--- config.mk ---
export PLATFORM = sky130hd
export DESIGN_NAME = pipeline_hazard_ctrl
export DESIGN_NICKNAME = d
export VERILOG_FILES = /design/src/rtl/pipeline_pkg.sv /design/src/rtl/md_busy_tracker.sv /design/src/rtl/pipeline_hazard_ctrl.sv
export SDC_FILE = /design/constraint.sdc
export NUM_CORES = 1
export LEC_CHECK = 0
export BUFFER_PORTS_ARGS = -buffer_cell sky130_fd_sc_hd__buf_2
export CAP_MARGIN = 40
export CORE_MARGIN = 2
export CORE_UTILIZATION = 51
export DETAILED_ROUTE_END_ITERATION = 7
export PLACE_DENSITY_LB_ADDON = 0.05
export SKIP_LAST_GASP = 1
export SLEW_MARGIN = 25
export SYNTH_ARGS = -nofsm -noshare
export SYNTH_HDL_FRONTEND = slang
export SYNTH_SLANG_ARGS = --single-unit
--- constraint.sdc ---
create_clock -name clk -period 5.6 [get_ports clk]
set_clock_uncertainty 0.2 [all_clocks]
set_input_delay 1.12 -clock clk [delete_from_list [all_inputs] [get_ports clk]]
set_output_delay 1.12 -clock clk [all_outputs]
set_load 0.02 [all_outputs]
--- src/rtl/pipeline_pkg.sv ---
// Shared types and constants for the pipeline hazard controller and its mult/div tracker.
// Pure declarations: no latency, no flow control.
package pipeline_pkg;

  typedef enum logic {
    MD_IDLE = 1'b0,
    MD_BUSY = 1'b1
  } md_state_e;

  localparam int MUL_CYCLES_DEF = 4;
  localparam int DIV_CYCLES_DEF = 32;

  localparam logic [4:0] REG_ZERO = 5'd0;

  // Front-end stage controls that the priority mux selects between.
  typedef struct packed {
    logic pc_wr;
    logic if_id_wr;
    logic id_ex_wr;
    logic if_id_flush;
    logic id_ex_flush;
  } hz_ctrl_t;

  localparam hz_ctrl_t CTRL_RESET  = '{pc_wr: 1'b0, if_id_wr: 1'b0, id_ex_wr: 1'b0, if_id_flush: 1'b1, id_ex_flush: 1'b1};
  localparam hz_ctrl_t CTRL_RUN    = '{pc_wr: 1'b1, if_id_wr: 1'b1, id_ex_wr: 1'b1, if_id_flush: 1'b0, id_ex_flush: 1'b0};
  localparam hz_ctrl_t CTRL_STALL  = '{pc_wr: 1'b0, if_id_wr: 1'b0, id_ex_wr: 1'b1, if_id_flush: 1'b0, id_ex_flush: 1'b1};
  localparam hz_ctrl_t CTRL_BRANCH = '{pc_wr: 1'b1, if_id_wr: 1'b1, id_ex_wr: 1'b1, if_id_flush: 1'b1, id_ex_flush: 1'b1};
  localparam hz_ctrl_t CTRL_JUMP   = '{pc_wr: 1'b1, if_id_wr: 1'b1, id_ex_wr: 1'b1, if_id_flush: 1'b1, id_ex_flush: 1'b0};

  function automatic int max_int(input int a, input int b);
    return (a > b) ? a : b;
  endfunction

endpackage

--- src/rtl/md_busy_tracker.sv ---
// Occupancy tracker for the multi-cycle mult/div unit: busy for N cycles starting the cycle after start.
// Starts arriving while busy are dropped and latched into a sticky error flag.
module md_busy_tracker
  import pipeline_pkg::*;
#(
  parameter int MUL_CYCLES = MUL_CYCLES_DEF,
  parameter int DIV_CYCLES = DIV_CYCLES_DEF
) (
  input  logic clk,
  input  logic rst,
  input  logic md_start,
  input  logic md_is_div,
  output logic md_busy,
  output logic md_done,
  output logic md_err
);

  localparam int MAX_CYCLES = max_int(MUL_CYCLES, DIV_CYCLES);
  localparam int CW         = (MAX_CYCLES > 1) ? $clog2(MAX_CYCLES) : 1;

  localparam logic [CW-1:0] MUL_LOAD = CW'(MUL_CYCLES - 1);
  localparam logic [CW-1:0] DIV_LOAD = CW'(DIV_CYCLES - 1);

  md_state_e     state_q, state_d;
  logic [CW-1:0] cnt_q, cnt_d;
  logic          err_q, err_d;

  always_comb begin
    state_d = state_q;
    cnt_d   = cnt_q;
    err_d   = err_q;
    case (state_q)
      MD_IDLE: begin
        if (md_start) begin
          cnt_d   = md_is_div ? DIV_LOAD : MUL_LOAD;
          state_d = MD_BUSY;
        end
      end
      MD_BUSY: begin
        // A second issue cannot be accepted; the running count is left intact.
        if (md_start) begin
          err_d = 1'b1;
        end
        if (cnt_q == '0) begin
          state_d = MD_IDLE;
        end else begin
          cnt_d = cnt_q - CW'(1);
        end
      end
      default: state_d = MD_IDLE;
    endcase
  end

  always_ff @(posedge clk) begin
    if (!rst) begin
      state_q <= MD_IDLE;
      cnt_q   <= '0;
      err_q   <= 1'b0;
    end else begin
      state_q <= state_d;
      cnt_q   <= cnt_d;
      err_q   <= err_d;
    end
  end

  assign md_busy = rst & (state_q == MD_BUSY);
  assign md_done = md_busy & (cnt_q == '0);
  assign md_err  = err_q;

endmodule

--- src/rtl/pipeline_hazard_ctrl.sv ---
// Hazard controller for the 5-stage pipeline: combinational stage enables/flushes from load-use, HI/LO and redirect terms.
// Stalls hold PC and IF/ID while a bubble enters EX; a taken branch overrides any stall.
module pipeline_hazard_ctrl
  import pipeline_pkg::*;
#(
  parameter int MUL_CYCLES = MUL_CYCLES_DEF,
  parameter int DIV_CYCLES = DIV_CYCLES_DEF,
  parameter int CNT_W      = 16
) (
  input  logic             clk,
  input  logic             rst,
  input  logic [4:0]       id_rs,
  input  logic [4:0]       id_rt,
  input  logic             id_uses_rs,
  input  logic             id_uses_rt,
  input  logic             id_uses_hilo,
  input  logic             id_jump,
  input  logic             ex_mem_read,
  input  logic [4:0]       ex_rd,
  input  logic             ex_branch_taken,
  input  logic             ex_md_start,
  input  logic             ex_md_is_div,
  output logic             pc_wr,
  output logic             if_id_wr,
  output logic             id_ex_wr,
  output logic             ex_mem_wr,
  output logic             mem_wb_wr,
  output logic             if_id_flush,
  output logic             id_ex_flush,
  output logic             md_busy,
  output logic             md_done,
  output logic             md_err,
  output logic [CNT_W-1:0] stall_count
);

  logic             load_use;
  logic             hilo_stall;
  logic             stall;
  hz_ctrl_t         ctrl;
  logic [CNT_W-1:0] stall_count_q, stall_count_d;

  md_busy_tracker #(
    .MUL_CYCLES (MUL_CYCLES),
    .DIV_CYCLES (DIV_CYCLES)
  ) u_md (
    .clk       (clk),
    .rst       (rst),
    .md_start  (ex_md_start),
    .md_is_div (ex_md_is_div),
    .md_busy   (md_busy),
    .md_done   (md_done),
    .md_err    (md_err)
  );

  // $zero is never a real producer, so a load targeting it cannot create a dependency.
  assign load_use = ex_mem_read & (ex_rd != REG_ZERO) &
                    ((id_uses_rs & (id_rs == ex_rd)) | (id_uses_rt & (id_rt == ex_rd)));
  assign hilo_stall = md_busy & id_uses_hilo;
  assign stall      = load_use | hilo_stall;

  always_comb begin
    ctrl = CTRL_RUN;
    if (!rst) begin
      ctrl = CTRL_RESET;
    end else if (ex_branch_taken) begin
      ctrl = CTRL_BRANCH;
    end else if (stall) begin
      ctrl = CTRL_STALL;
    end else if (id_jump) begin
      ctrl = CTRL_JUMP;
    end
  end

  assign pc_wr       = ctrl.pc_wr;
  assign if_id_wr    = ctrl.if_id_wr;
  assign id_ex_wr    = ctrl.id_ex_wr;
  assign if_id_flush = ctrl.if_id_flush;
  assign id_ex_flush = ctrl.id_ex_flush;
  assign ex_mem_wr   = rst;
  assign mem_wb_wr   = rst;

  // Wrong-path stalls under a taken branch are not real stall cycles.
  always_comb begin
    stall_count_d = stall_count_q;
    if (stall && !ex_branch_taken && (stall_count_q != {CNT_W{1'b1}})) begin
      stall_count_d = stall_count_q + CNT_W'(1);
    end
  end

  always_ff @(posedge clk) begin
    if (!rst) begin
      stall_count_q <= '0;
    end else begin
      stall_count_q <= stall_count_d;
    end
  end

  assign stall_count = stall_count_q;

endmodule

==> qor.txt <==
Status - finished clean
Grt ovf - 0
RR Endpoint - stall_count[15]
Mapped Area - 1470 um^2
Share of total power in the clock network - 0.243
First drt pass iteration count - 4
Pwr per Cell Area - 191 nW/um^2
CTS tree - built
Die X - 57.7 um
HPWL Detailed - 2.50 mm
Row cnt - 19
Nets - 251
Slew Limit Fails - 0
Post-synth EDFFs - 0
Syn Area/Cell - 8.31 um^2
Internal power - 0.227 mW
Slew margin rel. - 0.523
Comb pwr share - 0.212
PostCTS Resize Cnt - 0
Routed vias/inst - 5.97
Residual DRC - 0
CP Launch Type - input pin
H-tree levels - 1
Cell mode on critical path - buf_2
Actual slew at the worst max-slew pin - 0.714 ns
Routed Antenna Nets - 0
Vias - 1,510
Number of I/O pins - 51
Register bit total from synthesis - 23
Antenna cell count - 0
Syn Inst Count - 177
Sink of the worst hold path - u_md.cnt_q[3]
Crit path buf inv count - 2
1st-iter DRT viols - 47
Port Buffer Count - 50
Final setup viols - 0
Total Power - 0.328 mW
Critical path's top delay family - simple AND/OR/NAND/NOR gates
Initial Utilization - 0.534
Core area - 2760 um^2
Wire per inst - 13.5 um
Die area - 3330 um^2
Net Sw Frac - 0.308
Syn Nets - 205
Peak Freq - 257 MHz
Asr flop ratio synth - 0
Crit path largest cell delay - 0.54 ns
Setup CP Type - input pin to output port
Fin crit period - 3.90 ns
Num CTS Buffers - 3
Vias in the first global route - 1,387
CP max FO - 4
MaxCap Viol Count - 0
Critical Path End Type - output port
Final Util - 0.623
Final hold slack - 0.300 ns
Clk buf depth - 2
Unique masters post-synth - 41
First-pass GRT wire length - 5.77 mm
Worst-Skew Late Latency - 0.32 ns
R2r setup slk - 3.40 ns
Clock root buffer - clkbuf_4
Setup bufs post-CTS - 0
Drt total wl - 3.42 mm
Share of cells above drive strength 1 - 0.333
Die Ht - 57.7 um
Sequential share of power - 0.545
# clock sinks - 23
Synth warnings - 0
P_leak - 0.658 nW
Reg2reg path depth - 6
P&R area growth vs syn - 16.7%
Crit-path cells - buf_2 -> or4_1 -> o21ai_2 -> nor2_2 -> a21o_1 -> nor2_1 -> buf_2
Arrival time of the worst setup path - 2.58 ns
Post-CTS Hold Buffers - 0
Clock transition at the registers of the reported paths - 0.12 ns
Sequential fraction of the synthesis area - 0.313
Peak VDD IR - 0.200 mV
Setup_tns - 0 ns
Period Utilization, post-route - 0.696
Final Wtd Congestion - 0.840
WP data required - 4.28 ns
Post-DP Area - 1680 um^2
Critical R2R Launch - u_md.state_q
Switch Pwr - 0.101 mW
Hold Violations, Final - 0
Largest net degree at the start of global routing - 29
RSZ-0062 raised after global routing - false
Min-delay src - u_md.cnt_q[3]
Slowest CP cell - or4_1
Hold Crit Depth - 2
Hold crit path type - flop to flop
Ys flop type - dfxtp_1
Final Cell Area - 1720 um^2
GR Util All Layers - 0.214
Initial antenna violation count - 0
-- cells by family (layout without fill, tap and decap cells) --
group,after synthesis,after routing,synth area share
adders and majority gates,3,3,0.0255
DFF,23,23,0.313
and+or+nand+nor,73,73,0.266
xor gates and xnor gates,10,10,0.0595
muxes,1,1,0.00680
AOI/OAI and AO/OA,49,49,0.256
buffers and inverters,18,63,0.0731
-- flip-flops by register name (all words and copies together) (netlist names) --
register      count
u_md.md_err       1
u_md.cnt_q        5
u_md.state_q      1
stall_count      16
-- placed cells by master (no fill, tap or decap), types with 7 or more instances in the layout --
master    n
a21oi_1  10
nor2_1   13
buf_2    50
nand3_1   9
a21oi_2  10
xnor2_1  10
nand2_1  15
dfxtp_1  23
or4_1    10
inv_1     7
-- power by group through the flow --
stage | clock (mW) | sequential [mW] | combinational [mW]
3_3_place_gp | 0 | 0.182 | 0.0664
3_5_place_dp | 0 | 0.182 | 0.0692
5_1_grt | 0.0872 | 0.180 | 0.0780
4_1_cts | 0.0793 | 0.178 | 0.0696
6_report | 0.0799 | 0.179 | 0.0695
2_1_floorplan | 0 | 0.180 | 0.0508
-- metal layers --
metal  track usage  vias up  wire, um
met5             0        -         0
met4        0.0698        0        23
met3        0.0246        8       205
met2         0.388       61      1680
met1         0.263      695      1510
li1              -      746         -
-- how the worst max path moves through the flow --
stage	from	endpoint	slack (ns)	cells past startpoint
after floorplan	ex_rd[1]	pc_wr	1.67	6
after global placement	ex_rd[1]	pc_wr	1.74	7
after detailed placement	ex_rd[1]	if_id_wr	1.71	7
after CTS	ex_rd[1]	if_id_wr	1.69	7
after global routing	ex_rd[4]	if_id_flush	1.59	7
final	ex_rd[1]	if_id_wr	1.70	7
-- metrics by stage --
step                      std cells  setup slack, ns
after CTS                       252             1.69
after global routing            253             1.59
after detailed placement        248             1.71
final                           253             1.70
after global placement          248             1.74
after floorplan                 177             1.67
-- cell usage after synthesis (2+ instances only) --
cell type,instances,share of area
dfxtp_1,23,0.31
nand2_1,15,0.038
nor2_1,13,0.033
a21oi_1,10,0.034
a21oi_2,10,0.060
or4_1,10,0.051
xnor2_1,10,0.060
nand3_1,9,0.031
inv_1,7,0.018
nand4_1,5,0.021
o31ai_1,5,0.026
and3_1,4,0.017
buf_4,4,0.020
nor3_1,4,0.014
o31ai_2,4,0.034
clkbuf_1,3,0.0077
ha_1,3,0.026
nand3b_1,3,0.015
o21ai_0,3,0.010
o21ai_1,3,0.010
o21ai_2,3,0.018
or3_1,3,0.013
a211oi_1,2,0.010
a21o_1,2,0.010
a311oi_1,2,0.012
nand4b_1,2,0.012
-- layout make-up --
cell class,instances,area [um^2]
flip-flops and latches,23,460
clock buffers,4,26.3
multi-input cells,136,903
inverters,8,30.0
well taps,31,38.8
fillers,265,1040
repair buffers,51,258
-- worst register-to-register path, delay by kind of cell (launching register included) --
kind | cells | cell delay, ns
AOI/OAI and AO/OA | 2 | 0.33
DFF | 1 | 0.55
and+or+nand+nor | 4 | 1.05
No activity file was read; power rests on OpenSTA's default activity.
